## src/rtl/lfsr_step_scheduler.sv

```systemverilog
// rtl/lfsr_step_scheduler.sv - frame scheduler that steps and samples eight 8-bit noise LFSRs once per prescaler tick.
// Optional mixer accumulator enabled by `define LFSR_STEP_SCHEDULER_MIX_EN.
module lfsr_step_scheduler #(
  parameter int TICK_DIV = 64
) (
  input  logic        clk,
  input  logic        rst,
  input  logic [7:0]  key_on,
  input  logic [63:0] lfsr_in,
  output logic [7:0]  lfsr_en,
  output logic [7:0]  sample_out,
  output logic [2:0]  sample_voice,
  output logic        sample_valid,
  output logic        busy,
  output logic        overrun,
  output logic [10:0] mix_out,
  output logic        mix_valid
);

  localparam int CW = (TICK_DIV > 2) ? $clog2(TICK_DIV) : 1;

  typedef enum logic [1:0] {IDLE, SCAN, STEP, CAPTURE} state_t;

  state_t        state;
  logic [2:0]    idx;
  logic [7:0]    key_q;
  logic [CW-1:0] cnt;
  logic          tick;
  logic [7:0]    cur_byte;

  assign tick     = (cnt == CW'(TICK_DIV - 1));
  assign cur_byte = lfsr_in[{idx, 3'b000} +: 8];
  assign busy     = (state != IDLE);

  always_ff @(posedge clk) begin
    if (rst || tick) begin
      cnt <= '0;
    end else begin
      cnt <= cnt + 1'b1;
    end
  end

  // lfsr_en is loaded on entry to STEP so it is high for exactly the STEP cycle.
  always_ff @(posedge clk) begin
    if (rst) begin
      state        <= IDLE;
      idx          <= 3'd0;
      key_q        <= 8'd0;
      lfsr_en      <= 8'd0;
      sample_out   <= 8'd0;
      sample_voice <= 3'd0;
      sample_valid <= 1'b0;
      overrun      <= 1'b0;
    end else begin
      lfsr_en      <= 8'd0;
      sample_valid <= 1'b0;
      if (tick && state != IDLE) begin
        overrun <= 1'b1;
      end
      case (state)
        IDLE: begin
          if (tick) begin
            state <= SCAN;
            idx   <= 3'd0;
            key_q <= key_on;
          end
        end
        SCAN: begin
          if (key_q[idx]) begin
            state   <= STEP;
            lfsr_en <= 8'd1 << idx;
          end else begin
            idx <= idx + 3'd1;
            if (idx == 3'd7) state <= IDLE;
          end
        end
        STEP: begin
          state <= CAPTURE;
        end
        CAPTURE: begin
          sample_out   <= cur_byte;
          sample_voice <= idx;
          sample_valid <= 1'b1;
          idx          <= idx + 3'd1;
          state        <= (idx == 3'd7) ? IDLE : SCAN;
        end
        default: state <= IDLE;
      endcase
    end
  end

`ifdef LFSR_STEP_SCHEDULER_MIX_EN
  logic [10:0] acc;
  logic [10:0] acc_next;
  logic        frame_end;

  // The final capture lands in the same cycle as the frame end, so publish acc_next.
  assign acc_next  = acc + ((state == CAPTURE) ? {3'b000, cur_byte} : 11'd0);
  assign frame_end = ((state == SCAN) && !key_q[idx] && (idx == 3'd7)) ||
                     ((state == CAPTURE) && (idx == 3'd7));

  always_ff @(posedge clk) begin
    if (rst) begin
      acc       <= 11'd0;
      mix_out   <= 11'd0;
      mix_valid <= 1'b0;
    end else begin
      mix_valid <= frame_end;
      if (state == IDLE) begin
        if (tick) acc <= 11'd0;
      end else begin
        acc <= acc_next;
      end
      if (frame_end) mix_out <= acc_next;
    end
  end
`else
  assign mix_out   = 11'd0;
  assign mix_valid = 1'b0;
`endif

endmodule

```

## config.mk

```make
export PLATFORM = sky130hd
export DESIGN_NAME = lfsr_step_scheduler
export DESIGN_NICKNAME = d
export VERILOG_FILES = /design/src/rtl/lfsr_step_scheduler.sv
export SDC_FILE = /design/constraint.sdc
export NUM_CORES = 1
export LEC_CHECK = 0
export BUFFER_PORTS_ARGS = -buffer_cell sky130_fd_sc_hd__buf_2
export CAP_MARGIN = 10
export CORE_ASPECT_RATIO = 1.75
export CORE_MARGIN = 2
export CORE_UTILIZATION = 41
export DETAILED_ROUTE_END_ITERATION = 8
export GPL_TIMING_DRIVEN = 0
export PLACE_DENSITY = 0.83
export SLEW_MARGIN = 20
export SYNTH_ARGS = -nofsm -noshare
export SYNTH_HDL_FRONTEND = slang
export SYNTH_SLANG_ARGS = --single-unit
```

## constraint.sdc

```tcl
create_clock -name clk -period 1.74 [get_ports clk]
set_input_delay 0.087 -clock clk [delete_from_list [all_inputs] [get_ports clk]]
set_output_delay 0.087 -clock clk [all_outputs]
set_load 0.005 [all_outputs]
```

==> out/metrics.cfg <==
[sta]
timing.fmax_mhz = 606
hold_viol_final = 0
setup_viol = 0
maxSlewViolCount = 0
finClkSkew_ns = 0.0138
hold-worst-slack_ns = 0.0448
finalWorstSetupSlack_ns = 0.0889
rsz0062_at_grt = no
period_needed_ns = 1.65
slew_headroom = 0.658
tightestPinTransition_ns = 0.511
post-route-period-util = 0.949

[clocking]
cts.sinks = 40
hold_buffers = 0
insertion_delay_ns = 0.30
h-tree-depth = 2
postCtsSetupRepairBufs = 0
cts-root-buf = clkbuf_8
clk_pin_slew_ns = 0.08
numCtsBuffers = 5
cts_buffer_depth = 2
cts_tree = built

[global_routing]
grt_pass1_wl_um = 8750
grt_pass1_vias = 2010
grt_use_total = 0.194
gr-total-overflow = 0
grt_antenna_before_repair = 0
grt_max_degree = 13

[logic_synthesis]
synth_ff_type = dfxtp_1
syn_area_um2 = 2140
synth.area.top_cells = dfxtp_1 (37%), mux4_2 (12%), mux4_1 (7.4%)
ys_warn_count = 0
synth_cell_types = 30
synth_top_area_cell = dfxtp_1
avgSynthCellArea_um2 = 10.1
async_flop_share = 0
syn-instance-count = 212
synth_edf_count = 0
synth_seq_cells = 40
synth_top_area_share = 0.374
synth-seq-area-share = 0.374

[power]
power_leakage_nw = 1.23
max-vdd-ir-drop_uv = 285
power_frac_comb = 0.091
p_per_area_nw_per_um2 = 646
p_int_mw = 1.45
power_frac_seq = 0.503
p_sw_frac = 0.209
pwr-share-clk = 0.406
p_sw_uw = 384
total_power_mw = 1.84

[routing]
wl_per_cell_um = 14.0
wl_um = 5310
drt_iter0_markers = 33
drt-pass1-iter-count = 7
viasPerCell = 5.12
vias = 1945
route.antenna.remaining_nets = 0
route.detailed.drc = 1

[die]
die_w_um = 58.6
num_rows = 34
die_area_um2 = 5830
die_h_um = 99.5
core_um2 = 5020
start_util = 0.426
top_level_ports = 108

[placed_design]
place_ws_ns = -0.0817
place_congestion = 0.866
numPortBuffers = 95
dp_hpwl_um = 4280

[critical_path]
cp.arrival_ns = 1.80
criticalPathCategory = reg2reg
path_max_fanout = 10
required_ns = 1.89
worst_setup_path_start_kind = flop
cp-end-kind = flop

[flow_run]
drv_cap = 0

[layout]
multi_input_area_um2 = 1200
drive_above_1_share = 0.420
seqCellArea_um2 = 805
final_cell_mix = buf_2 (96), dfxtp_1 (39), nand2_1 (29)
final_common_cell = buf_2
syn_to_final_growth_pct = 33.0
nets = 405
diodes = 0
nFillCells = 453

[outcome]
violations = DRC
status = finished, violations left

[min_path]
min_path_type = in2reg

## cells in the mapped netlist (2+ instances only)
cell type,count
xnor2_1,2
ha_1,6
nor2_1,24
clkbuf_1,6
mux4_1,6
and2_1,2
nand2_1,29
nor3_1,3
buf_2,4
xor2_1,2
dfxtp_1,40
buf_4,13
mux2i_1,13
a21oi_1,14
inv_1,5
mux4_2,11
a211oi_1,8
nand3_1,12
## cell families after synthesis
family / share of synthesized area
other: 0.00175
adders and majority gates: 0.0351
xor gates and xnor gates: 0.0164
muxes: 0.250
buffers and inverters: 0.0813
and+or+nand+nor: 0.152
AOI/OAI and AO/OA: 0.0889
DFF: 0.374
## registers in the layout (all words and copies together), names as in the netlist, named ones only
register	count
cnt	6
idx	3
key_q	8
lfsr_en	8
overrun	1
sample_out	8
sample_valid	1
sample_voice	3
state	1
## routing by layer
layer,up-vias,part of all wire,track usage,wire (um)
li1,953,-,-,-
met1,908,0.36,0.195,1910
met2,75,0.56,0.372,2970
met3,9,0.060,0.0351,318
met4,0,0.021,0.0822,110
met5,-,0,0,0
## final cells by class
cell class / count / share of cell area
buffer: 25 / 0.0581
tap: 54 / 0.0238
sequential: 40 / 0.283
clock inverter: 2 / 0.0123
clock buffer: 6 / 0.0255
timing repair buffer: 95 / 0.167
multi-input combinational: 153 / 0.424
inverter: 5 / 0.00660
## critical path: stages (launching register included)
cell,delay (ns)
dfxtp_1,0.44
clkbuf_4,0.27
buf_4,0.22
mux4_2,0.31
mux2i_1,0.16
a211oi_1,0.09
## power by group through the flow
stage	Clock (mW)	Sequential, mW	Combinational, mW
finish	0.746	0.924	0.167
global route	0.790	0.924	0.185
CTS	0.746	0.925	0.167
detailed placement	0	0.947	0.166
global placement	0	0.946	0.160
floorplan	0	0.945	0.0777
## metrics by stage
| step | cell area [um^2] | utilization | std cells | setup TNS, ns |
|---|---|---|---|---|
| global route | 2840 | 0.567 | 380 | 0 |
| global placement | 2720 | 0.542 | 372 | -0.172 |
| floorplan | 2180 | - | 223 | 0 |
| CTS | 2830 | 0.565 | 380 | 0 |
| finish | 2840 | 0.567 | 380 | 0 |
| detailed placement | 2720 | 0.542 | 372 | -0.315 |
## path summary, 6_finish.rpt
check,slack (ns),startpoint,to,cells after the start
max,0.09,idx[1]$_SDFFE_PP0P_,sample_out[4]$_SDFFE_PP0P_,5
min,0.04,key_on[1],key_q[1]$_SDFFE_PP0P_,3
max reg2reg,0.09,idx[1]$_SDFFE_PP0P_,sample_out[4]$_SDFFE_PP0P_,5
min reg2reg,0.46,key_q[0]$_SDFFE_PP0P_,key_q[0]$_SDFFE_PP0P_,2
## timing repair
action,CTS,global route
resized for setup,2,7
endpoints found under the setup margin,11,18
pin swaps,0,1
(Power assumes the default switching activity.)
